## src/rtl/fetch_ctrl_if.sv

```systemverilog
// Fetch-side bus bundle: IM request/response handshake and the ID output handshake.
interface fetch_ctrl_if;
  localparam int unsigned XLEN = 32;

  logic            im_req;
  logic [XLEN-1:0] im_addr;
  logic            im_gnt;
  logic            im_rvalid;
  logic [XLEN-1:0] im_rdata;

  logic            id_valid;
  logic [XLEN-1:0] id_instr;
  logic [XLEN-1:0] id_pc;
  logic            id_ready;

  modport master (
    output im_req, im_addr, id_valid, id_instr, id_pc,
    input  im_gnt, im_rvalid, im_rdata, id_ready
  );

  modport slave (
    input  im_req, im_addr, id_valid, id_instr, id_pc,
    output im_gnt, im_rvalid, im_rdata, id_ready
  );
endinterface

```

## src/rtl/fetch_ctrl.sv

```systemverilog
// Fetch sequencer: owns the fetch PC, one-outstanding IM reads, one-entry ID output plus skid.
// Define FETCH_CTRL_PERF_EN to add perf_fetch / perf_stall / perf_flush counters.
module fetch_ctrl #(
  localparam int unsigned XLEN     = 32,
  parameter  logic [XLEN-1:0] RESET_PC = 32'h0000_0000
) (
  input  logic            clk,
  input  logic            rst_n,
  input  logic            halt,
  input  logic            br_taken,
  input  logic            br_abs,
  input  logic [XLEN-1:0] br_pc,
  input  logic [15:0]     br_rel,
  input  logic [XLEN-1:0] br_abs_addr,
  input  logic [15:0]     br_offset,
  fetch_ctrl_if.master    bus
`ifdef FETCH_CTRL_PERF_EN
  ,
  output logic [XLEN-1:0] perf_fetch,
  output logic [XLEN-1:0] perf_stall,
  output logic [XLEN-1:0] perf_flush
`endif
);

  typedef enum logic [1:0] {
    S_IDLE = 2'd0,
    S_REQ  = 2'd1,
    S_WAIT = 2'd2,
    S_HOLD = 2'd3
  } state_t;

  state_t          state;
  logic [XLEN-1:0] fetch_pc;
  logic [XLEN-1:0] req_pc;
  logic [XLEN-1:0] skid_instr;
  logic [XLEN-1:0] skid_pc;
  logic            drop;
  logic            im_req_q;
  logic            id_valid_q;
  logic [XLEN-1:0] id_instr_q;
  logic [XLEN-1:0] id_pc_q;

  logic [XLEN-1:0] rel_off_c;
  logic [XLEN-1:0] abs_off_c;
  logic [XLEN-1:0] br_sum_c;
  logic [XLEN-1:0] br_target_c;

  // Branch target: relative offset is in words, absolute offset in bytes; result word-aligned.
  always_comb begin
    rel_off_c   = {{(XLEN-18){br_rel[15]}}, br_rel, 2'b00};
    abs_off_c   = {{(XLEN-16){br_offset[15]}}, br_offset};
    br_sum_c    = br_abs ? (br_abs_addr + abs_off_c) : (br_pc + rel_off_c);
    br_target_c = br_sum_c & ~XLEN'(3);
  end

  // Sequencer: a redirect overrides every other event in the same cycle.
  always_ff @(posedge clk or negedge rst_n) begin
    if (!rst_n) begin
      state      <= S_IDLE;
      fetch_pc   <= RESET_PC;
      req_pc     <= '0;
      skid_instr <= '0;
      skid_pc    <= '0;
      drop       <= 1'b0;
      im_req_q   <= 1'b0;
      id_valid_q <= 1'b0;
      id_instr_q <= '0;
      id_pc_q    <= '0;
    end else if (br_taken) begin
      fetch_pc   <= br_target_c;
      id_valid_q <= 1'b0;
      // An accepted request still owes us a response that must be thrown away.
      if ((state == S_WAIT && !bus.im_rvalid) || (state == S_REQ && bus.im_gnt)) begin
        state    <= S_WAIT;
        drop     <= 1'b1;
        im_req_q <= 1'b0;
      end else begin
        state    <= halt ? S_IDLE : S_REQ;
        drop     <= 1'b0;
        im_req_q <= !halt;
      end
    end else begin
      if (id_valid_q && bus.id_ready) begin
        id_valid_q <= 1'b0;
      end
      case (state)
        S_IDLE: begin
          if (!halt) begin
            state    <= S_REQ;
            im_req_q <= 1'b1;
          end
        end
        S_REQ: begin
          if (bus.im_gnt) begin
            req_pc   <= fetch_pc;
            fetch_pc <= fetch_pc + XLEN'(4);
            state    <= S_WAIT;
            im_req_q <= 1'b0;
          end else if (halt) begin
            state    <= S_IDLE;
            im_req_q <= 1'b0;
          end
        end
        S_WAIT: begin
          if (bus.im_rvalid) begin
            if (drop) begin
              drop     <= 1'b0;
              state    <= halt ? S_IDLE : S_REQ;
              im_req_q <= !halt;
            end else if (!id_valid_q || bus.id_ready) begin
              id_valid_q <= 1'b1;
              id_instr_q <= bus.im_rdata;
              id_pc_q    <= req_pc;
              state      <= halt ? S_IDLE : S_REQ;
              im_req_q   <= !halt;
            end else begin
              skid_instr <= bus.im_rdata;
              skid_pc    <= req_pc;
              state      <= S_HOLD;
            end
          end
        end
        S_HOLD: begin
          if (bus.id_ready) begin
            id_valid_q <= 1'b1;
            id_instr_q <= skid_instr;
            id_pc_q    <= skid_pc;
            state      <= halt ? S_IDLE : S_REQ;
            im_req_q   <= !halt;
          end
        end
        default: begin
          state    <= S_IDLE;
          im_req_q <= 1'b0;
        end
      endcase
    end
  end

  assign bus.im_req   = im_req_q;
  assign bus.im_addr  = fetch_pc;
  assign bus.id_valid = id_valid_q;
  assign bus.id_instr = id_instr_q;
  assign bus.id_pc    = id_pc_q;

`ifdef FETCH_CTRL_PERF_EN
  // Free-running event counters, wrapping on overflow.
  always_ff @(posedge clk or negedge rst_n) begin
    if (!rst_n) begin
      perf_fetch <= '0;
      perf_stall <= '0;
      perf_flush <= '0;
    end else begin
      if (id_valid_q && bus.id_ready) begin
        perf_fetch <= perf_fetch + XLEN'(1);
      end
      if (state == S_HOLD) begin
        perf_stall <= perf_stall + XLEN'(1);
      end
      if (br_taken) begin
        perf_flush <= perf_flush + XLEN'(1);
      end
    end
  end
`endif

endmodule
```

## src/flat_wrapper.sv

```systemverilog
// flat-port wrapper written by rule: the top's interface ports become plain ports
module fetch_ctrl_flat 
#(
  localparam int unsigned XLEN     = 32,
  parameter  logic [XLEN-1:0] RESET_PC = 32'h0000_0000
)
  (clk, rst_n, halt, br_taken, br_abs, br_pc, br_rel, br_abs_addr, br_offset, bus_im_req, bus_im_addr, bus_id_valid, bus_id_instr, bus_id_pc, bus_im_gnt, bus_im_rvalid, bus_im_rdata, bus_id_ready);
  fetch_ctrl_if bus_i ();
  input  logic clk;
  input  logic rst_n;
  input  logic halt;
  input  logic br_taken;
  input  logic br_abs;
  input  logic [XLEN-1:0] br_pc;
  input  logic [15:0] br_rel;
  input  logic [XLEN-1:0] br_abs_addr;
  input  logic [15:0] br_offset;
  output wire logic [$bits(bus_i.im_req)-1:0] bus_im_req;
  output wire logic [$bits(bus_i.im_addr)-1:0] bus_im_addr;
  output wire logic [$bits(bus_i.id_valid)-1:0] bus_id_valid;
  output wire logic [$bits(bus_i.id_instr)-1:0] bus_id_instr;
  output wire logic [$bits(bus_i.id_pc)-1:0] bus_id_pc;
  input wire logic [$bits(bus_i.im_gnt)-1:0] bus_im_gnt;
  input wire logic [$bits(bus_i.im_rvalid)-1:0] bus_im_rvalid;
  input wire logic [$bits(bus_i.im_rdata)-1:0] bus_im_rdata;
  input wire logic [$bits(bus_i.id_ready)-1:0] bus_id_ready;
  assign bus_im_req = bus_i.im_req;
  assign bus_im_addr = bus_i.im_addr;
  assign bus_id_valid = bus_i.id_valid;
  assign bus_id_instr = bus_i.id_instr;
  assign bus_id_pc = bus_i.id_pc;
  assign bus_i.im_gnt = bus_im_gnt;
  assign bus_i.im_rvalid = bus_im_rvalid;
  assign bus_i.im_rdata = bus_im_rdata;
  assign bus_i.id_ready = bus_id_ready;
  fetch_ctrl #(.RESET_PC(RESET_PC)) u_core (.clk(clk), .rst_n(rst_n), .halt(halt), .br_taken(br_taken), .br_abs(br_abs), .br_pc(br_pc), .br_rel(br_rel), .br_abs_addr(br_abs_addr), .br_offset(br_offset), .bus(bus_i));
endmodule
```

## config.mk

```make
export PLATFORM = sky130hd
export DESIGN_NAME = fetch_ctrl_flat
export DESIGN_NICKNAME = d
export VERILOG_FILES = /design/src/rtl/fetch_ctrl_if.sv /design/src/rtl/fetch_ctrl.sv /design/src/flat_wrapper.sv
export SDC_FILE = /design/constraint.sdc
export NUM_CORES = 1
export LEC_CHECK = 0
export ABC_AREA = 1
export CORE_UTILIZATION = 49
export DETAILED_ROUTE_END_ITERATION = 10
export PLACE_DENSITY_LB_ADDON = 0.15
export SLEW_MARGIN = 20
export SYNTH_ARGS = -nofsm -noshare
export SYNTH_HDL_FRONTEND = slang
export SYNTH_SLANG_ARGS = --single-unit
```

## constraint.sdc

```tcl
create_clock -name clk -period 5 [get_ports clk]
set_input_delay 1 -clock clk [delete_from_list [all_inputs] [get_ports clk]]
set_output_delay 1 -clock clk [all_outputs]
set_load 0.1 [all_outputs]
```

* After elaboration in Yosys (flattened, before gate mapping)
Index checks and enable logic that the tools add are counted.
** Storage, ports and cells
- Register bits after elaboration :: 197
- Latch bits :: 0
- Bits in writable memories :: 0
- ROM bits :: 0
- Input bits :: 136
- Memories kept :: 0
** Cells by class
- Add/subtract/negate cells :: 3
- Multipliers :: 0
- Div/mod/pow operators :: 0
- Magnitude comparators :: 0
- Equality and inequality tests :: 12
- Shifts and indexed selects :: 0
- Multiplexer cells :: 46
- Bitwise logic cells :: 3
- Reductions and logical operators :: 21
** Operators by type and width (count)
- 32-bit 2-to-1 mux :: 12
- 32-bit one-hot mux with 2 select lines :: 2
- 32-bit adder :: 2
- 32-bit by 3-bit adder with 32-bit output (second input constant) :: 1
- 1-bit 2-to-1 mux :: 20
- 2-bit 2-to-1 mux :: 9
- 5-bit AND reduction :: 2
- 2-bit nonzero test :: 5
- 3-bit != test (second input constant) :: 3
- 2-bit != test (second input constant) :: 4
- 2-bit one-hot mux with 4 select lines :: 1
- 6-bit AND reduction :: 1
- 2-bit equality test (second input constant) :: 2
- 4-bit by 3-bit != test with 1-bit output (second input constant) :: 1
- 4-bit != test (second input constant) :: 1
- 1-bit one-hot mux with 4 select lines :: 1
- 2-bit AND reduction :: 2
- 4-bit AND reduction :: 1
- 1-bit logical AND :: 3
- 1-bit logical NOT :: 3
- 1-bit NOT :: 3
- 3-bit AND reduction :: 1
- 2-bit by 1-bit equality test with 1-bit output (second input constant) :: 1
- 2-bit logical NOT :: 1
- 2 further kinds :: 3

* Longest topological paths before layout
- Word-level depth :: 7
- Mapped depth :: 16

* Least setup slack after synthesis
OpenSTA, ideal clock, no wires.
- Kind :: in2reg
- Start :: input br_pc[2]
- End :: register u_core.fetch_pc[18], in the netlist u_core.bus.im_addr[18]
- Library setup time :: 0.120 ns
- Arrival time :: 2.485 ns
- Required time :: 4.880 ns
- Slack :: 2.395 ns
- Cell stages on the path :: 14
- Path buffers :: 0
- Cell sequence :: ha_1 fa_1 nand3_1 nand3_1 nand2_1 nand3_1 inv_1 nor2_1 nor2_1 nand2_1 nand3_1 nand3_1 nand2_1 nand2_1
** Between the ends
- Longest elaborated chain between the ends :: 3
** Ends and longest elaborated chain
- start, declared :: line flat_wrapper.sv:14 : input logic [XLEN-1:0] br_pc;
- 32-bit adder :: line fetch_ctrl.sv:52 : br_sum_c = br_abs ? (br_abs_addr + abs_off_c) : (br_pc + rel_off_c);
- 32-bit 2-to-1 mux :: line fetch_ctrl.sv:52
- 32-bit 2-to-1 mux :: line fetch_ctrl.sv:69 : end else if (br_taken) begin
- end signal, assigned :: line fetch_ctrl.sv:70 : fetch_pc <= br_target_c;
- end signal, assigned :: line fetch_ctrl.sv:96 : fetch_pc <= fetch_pc + XLEN'(4);
- end, declared :: line fetch_ctrl.sv:33 : logic [XLEN-1:0] fetch_pc;
No other way between the ends.
A chain may end at the register's enable or synchronous reset.

* Final worst setup path
- Start :: input br_offset[15]
- End :: register u_core.fetch_pc[28], in the netlist u_core.bus.im_addr[28]
** Between the ends
- Longest elaborated chain between the ends :: 3
** Ends and longest elaborated chain
- start, declared :: line flat_wrapper.sv:17 : input logic [15:0] br_offset;
- 32-bit adder :: line fetch_ctrl.sv:52
- 32-bit 2-to-1 mux :: line fetch_ctrl.sv:52
- 32-bit 2-to-1 mux :: line fetch_ctrl.sv:69
No other way between the ends.

==> impl_metrics.toml <==
[clocking]
ctsHoldBuffers = 0
tritoncts = "yes"
clkTransAtPathRegs_ns = 0.07
clk-insertion-delay-late_ns = 0.43
htree_levels = 4
cts.sinks = 189
cts_buffers = 17
postCtsSetupBuffers = 0
cts_root_buf = "clkbuf_16"
clock_path_buffers = 2
ctsResizeCount = 0

[synth]
syn_area_um2 = 13300
muxShareOfSynthArea = 0.0271
synth.ff_latch_count = 189
synth_edf_count = 0
synth-seq-area-share = 0.355
yosysWarnings = 0
ys.flop_type = "dfrtp_1"
synth.distinct_cells = 47
async_flop_share = 1.00
synth-compound-area-share = 0.111
synth_top_family_by_area = "simple AND/OR/NAND/NOR gates"
synth-simple-area-share = 0.329
netlist_instances = 1981
synthAdderAreaFrac = 0.0579
synth-xor-area-share = 0.0197
syn_avg_cell_area_um2 = 6.72

[worst_setup_path]
r2r-end = "u_core.bus.id_pc[28]"
crit_buf_inv = 2
required_ns = 5.35
crit_top_cell = "nand2_1"
critPathMaxStageDelay_ns = 0.77
crit_chain = "clkdlybuf4s50_1 > ha_1 > nand2_1 > inv_1 > a21oi_1 > nand2_1 > a21oi_1 > nand2_1 > nand2_1 > nand3_1 > nand2_1 > nand2_1 > a21oi_1"
path_max_fanout = 17
critical_path.top_delay_family = "simple AND/OR/NAND/NOR gates"
reg2reg_slack_ns = 2.41
arrival_ns = 3.76
worst_path_max_delay_cell = "clkdlybuf4s50_1"
critPathLaunchType = "input pin"
rr_worst_depth = 7
end_kind = "flip-flop"
path_class = "in -> reg"
reg2reg_from = "u_core.state[1]"

[global_route]
grt_pass1_wl_um = 61100
grt_overflow_total = 0
grt_use_total = 0.272
antenna_found_initial = 0
grt_max_degree = 118
grt_pass1_vias = 12200

[final_layout]
final_cell_mix = "693 x nand2_1, 261 x inv_1, 225 x clkdlybuf4s50_1, 189 x dfrtp_1, 182 x nor2_1"
n_antenna_cell = 0
drive_gt1_frac = 0.0458
mostFrequentLayoutCell = "nand2_1"
area_delta_synth_final_pct = 22.9
fillers = 2467
stdcell_count = 2520
fin_nets = 2370

[hold_path]
hold_path.class = "reg -> reg"
holdPathEnd = "u_core.skid_pc[21]"
worst_hold_path.num_cells = 2
hold_start = "u_core.skid_pc[21]"

[timing]
fin_setup_tns_ns = 0
final_hold_viol_count = 0
period_minus_slack_ns = 3.41
slew_headroom = 0.290
fmax_mhz = 293
final.setup.worst_slack_ns = 1.59
worstMarginPinSlew_ns = 1.06
finClkSkew_ns = 0.0119
holdWs_ns = 0.487
setup_viol = 0
min_period_over_period = 0.682
slew_violations = 0
rsz0062_at_grt = "no"

[placement]
preCtsSetupSlack_ns = 1.18
dpl.cell_count = 2489
hpwl_um = 27800
place_congestion = 0.915
portBuffers = 227

[routing]
drc = 0
antenna_left = 0
dr.pass1.iters = 6
via_count = 13100
drtIter0Drc = 1016
viasPerCell = 5.20
wl_per_cell_um = 14.6
totalWireLength_um = 36800

[floorplanning]
start_util = 0.505
dieHeight_um = 167
ios = 234
dieArea_um2 = 27800
die_w_um = 167
core-area_um2 = 26400
rows = 59

[power_and_ir_drop]
seq_power_share = 0.277
pwr-share-comb = 0.581
p_leak_uw = 0.00823
internal-power_uw = 3970
peakVddDrop_uv = 336
power_density_nw_per_um2 = 549
switching_share = 0.558
p_clk_frac = 0.142
power.net_switching_uw = 5000

[run]
drv_cap = 0

[status]
outcome = "finished, final reports clean"
[state kept, by name, summed over array words and instances, names as in the netlist]
| name | flops |
|---|---|
| u_core.skid_pc | 30 |
| u_core.skid_instr | 32 |
| u_core.drop | 1 |
| u_core.bus.id_pc | 30 |
| u_core.bus.id_valid | 1 |
| u_core.state | 2 |
| u_core.req_pc | 30 |
| u_core.bus.im_addr | 30 |
| u_core.bus.im_req | 1 |
| u_core.bus.id_instr | 32 |
[Yosys cell counts (8+ instances only)]
| cell | number | share of area |
|---|---|---|
| nand2_1 | 694 | 0.20 |
| inv_1 | 261 | 0.074 |
| dfrtp_1 | 189 | 0.36 |
| nor2_1 | 182 | 0.051 |
| nand3_1 | 116 | 0.044 |
| o21ai_0 | 92 | 0.035 |
| a31oi_1 | 72 | 0.034 |
| a21oi_1 | 69 | 0.026 |
| ha_1 | 60 | 0.056 |
| clkbuf_1 | 33 | 0.0093 |
| mux2_2 | 32 | 0.027 |
| xor2_1 | 22 | 0.014 |
| buf_2 | 21 | 0.0079 |
| nand4_1 | 19 | 0.0089 |
| nor3_1 | 17 | 0.0064 |
| buf_4 | 10 | 0.0056 |
| nand3b_1 | 8 | 0.0045 |
| o21bai_1 | 8 | 0.0045 |
| xnor2_1 | 8 | 0.0053 |
[final cells by class]
type | count | area (um^2) | share of cell area
clock buffer | 17 | 425 | 0.0260
inverter | 267 | 1000 | 0.0613
multi-input combinational | 1458 | 7260 | 0.444
timing repair buffer | 240 | 2380 | 0.146
tap | 335 | 419 | 0.0256
sequential | 189 | 4730 | 0.289
clock inverter | 14 | 126 | 0.00773
[layer usage]
layer | GRT usage | up-vias | wire length [um]
li1 | - | 6713 | -
met1 | 0.363 | 5928 | 16800
met2 | 0.466 | 425 | 17500
met3 | 0.0328 | 45 | 1770
met4 | 0.0749 | 0 | 681
met5 | 0 | - | 0
[how the worst max path moves through the flow]
stage | start | end | slack, ns | depth (start not counted)
global placement | br_offset[15] | u_core.bus.im_addr[28] | 1.24 | 12
detailed placement | br_offset[15] | u_core.bus.im_addr[28] | 1.18 | 12
finish | br_offset[15] | u_core.bus.im_addr[28] | 1.59 | 13
CTS | br_offset[15] | u_core.bus.im_addr[28] | 1.60 | 12
global route | br_offset[15] | u_core.bus.im_addr[25] | 1.33 | 15
floorplan | br_pc[2] | u_core.bus.im_addr[18] | 2.40 | 14
[metrics by stage]
stage,cell area (um^2),total power [uW],util
final,16300,8970,0.620
after global routing,16300,9460,0.620
after CTS,16300,9010,0.620
after detailed placement,15800,7730,0.599
after global placement,15800,7660,0.599
after floorplan,13300,6360,-
[worst register-to-register path, delay by kind of cell, from the launching register on]
kind	cells	cell delay, ns
compound gates	2	0.36
buf+inv	2	1.24
flops	1	0.46
simple gates	3	0.46
[cell families after synthesis]
| logic type | count (synthesis) |
|---|---|
| simple gates | 1067 |
| buf+inv | 337 |
| compound gates | 264 |
| flops | 189 |
| fa+ha+maj | 61 |
| mux | 32 |
| xor+xnor | 30 |
| other cells | 1 |
[power by group through the flow]
| stage | Combinational, uW | Sequential [uW] | Clock [uW] |
|---|---|---|---|
| 3_5_place_dp | 5210 | 2510 | 0 |
| 2_1_floorplan | 1470 | 4890 | 0 |
| 3_3_place_gp | 5160 | 2490 | 0 |
| 4_1_cts | 5230 | 2480 | 1300 |
| 6_report | 5210 | 2490 | 1270 |
| 5_1_grt | 5540 | 2560 | 1360 |
(Power assumes the default switching activity.)
==> RTL edit, RTL diff (same settings) <==
`XLEN` is set to 32 in 3 places; all go to 24.
--- a/src/rtl/fetch_ctrl_if.sv
+++ b/src/rtl/fetch_ctrl_if.sv
@@ -1,6 +1,6 @@
 // Fetch-side bus bundle: IM request/response handshake and the ID output handshake.
 interface fetch_ctrl_if;
-  localparam int unsigned XLEN = 32;
+  localparam int unsigned XLEN = 24;
 
   logic            im_req;
   logic [XLEN-1:0] im_addr;
--- a/src/rtl/fetch_ctrl.sv
+++ b/src/rtl/fetch_ctrl.sv
@@ -1,7 +1,7 @@
 // Fetch sequencer: owns the fetch PC, one-outstanding IM reads, one-entry ID output plus skid.
 // Define FETCH_CTRL_PERF_EN to add perf_fetch / perf_stall / perf_flush counters.
 module fetch_ctrl #(
-  localparam int unsigned XLEN     = 32,
+  localparam int unsigned XLEN     = 24,
   parameter  logic [XLEN-1:0] RESET_PC = 32'h0000_0000
 ) (
   input  logic            clk,
--- a/src/flat_wrapper.sv
+++ b/src/flat_wrapper.sv
@@ -1,7 +1,7 @@
 // flat-port wrapper written by rule: the top's interface ports become plain ports
 module fetch_ctrl_flat 
 #(
-  localparam int unsigned XLEN     = 32,
+  localparam int unsigned XLEN     = 24,
   parameter  logic [XLEN-1:0] RESET_PC = 32'h0000_0000
 )
   (clk, rst_n, halt, br_taken, br_abs, br_pc, br_rel, br_abs_addr, br_offset, bus_im_req, bus_im_addr, bus_id_valid, bus_id_instr, bus_id_pc, bus_im_gnt, bus_im_rvalid, bus_im_rdata, bus_id_ready);
Interface: changed (6 resized); port bits go from 234 to 186. No check against the original RTL was run, so the function may have changed too.
==> RTL edit against the unedited design <==
Critical path depth is 12 lower; setup slack improved by 0.29 ns; register-to-register slack worse by 0.17 ns; cell area decreased by 24%; count of clock-buffer cells in the layout up 1; total power down 23%; sequential cell count down 48; synthesized area decreased by 26%; core utilization rose by 1.4 points; sequential power decreased by 26%; wire length is 31% lower.
==> RTL edit: results (changes against the unedited design) <==
status finished, final reports clean; number of I/O port buffers 179 (-21%); hold endpoint u_core.skid_pc[23]; sequential cells 141 (-25%); Peak VDD IR 0.311 mV (-7.5%); non-clock buffer share of cell area 14.9% (+0.35 points); invs w/o clock 176 (-34%); count of multi-input gates 1009 (-31%); register area 3530 um2 (-25%); wire length of the first global-routing pass 42.8 mm (-30%); Worst-Margin Slew 1.06 ns (-0.00459 ns); Crit Path Category reg2out; M1 wire length 11.1 mm (-34%); Layout Nets 1689 (-29%); multiplexer area fraction after synthesis 6.77% (+4.1 points); drt via density 5.18 (-0.50%); First-pass DRT Iterations 5 (-1); GR Util met3 4.83% (+1.6 points); Pleak 6.15 nW (-25%); CLK BUF 18 (+1); sequential area share after synthesis 35.8% (+0.21 points); end of the critical path bus_im_addr[16]; clock network share of area 4.99% (+1.6 points); buffers outside the clock class 187 (-22%); r2r setup slk 2.24 ns (-0.17 ns); grt met2 use 44.2% (-2.3 points); vias in the first global route 9073 (-25%); critical-path maximum fanout 7 (-10); met1 Use GR 32.6% (-3.7 points); XOR/XNOR Fraction of Synth Area 1.07% (-0.91 points); GP Congestion 0.921 (+0.66%); share of cells above drive strength 1 7.38% (+2.8 points); CP top delay family buffers and inverters; gr usage total 26.0% (-1.2 points); reg2reg path depth 6 (-1); initial drt markers 519 (-49%); ranking of synthesized cells by area dfrtp_1 (36%), nand2_1 (17%), inv_1 (6.3%); R2R Path End u_core.bus.id_pc[15]; Cell variety after synth 49 (+4.3%); Worst Setup SP u_core.bus.im_addr[16]; worst hold path cell count 1 (-1)
## RTL edit: cell count changes after synthesis, moves of 16 or more
| cell | change |
|---|---|
| mux2_4 | +40 |
| ha_1 | -16 |
| o21ai_0 | -53 |
| clkbuf_1 | -18 |
| mux2_2 | -26 |
| a21oi_1 | -18 |
| nor2_1 | -51 |
| dfrtp_1 | -48 |
| inv_1 | -96 |
| nand2_1 | -246 |
| a31oi_1 | -19 |
| nand3_1 | -27 |
## RTL edit: per-stage QoR
stage                     cell area, um2  total power, W  hold slack, ns  setup slack [ns]  cells
after floorplan                     9880         0.00466           0.464              2.44   1367
after global placement             11800         0.00556           0.488              1.60   1778
after detailed placement           11800         0.00562           0.494              1.59   1778
after CTS                          12400         0.00695           0.509              1.85   1809
after global routing               12400         0.00730           0.519              1.79   1809
final                              12400         0.00692           0.507              1.88   1809
## RTL edit: power by group
group          internal [W]  leakage [nW]  switching (W)
Sequential          0.00154          1.75       0.000305
Combinational      0.000970          4.10        0.00278
Clock              0.000835         0.293       0.000492
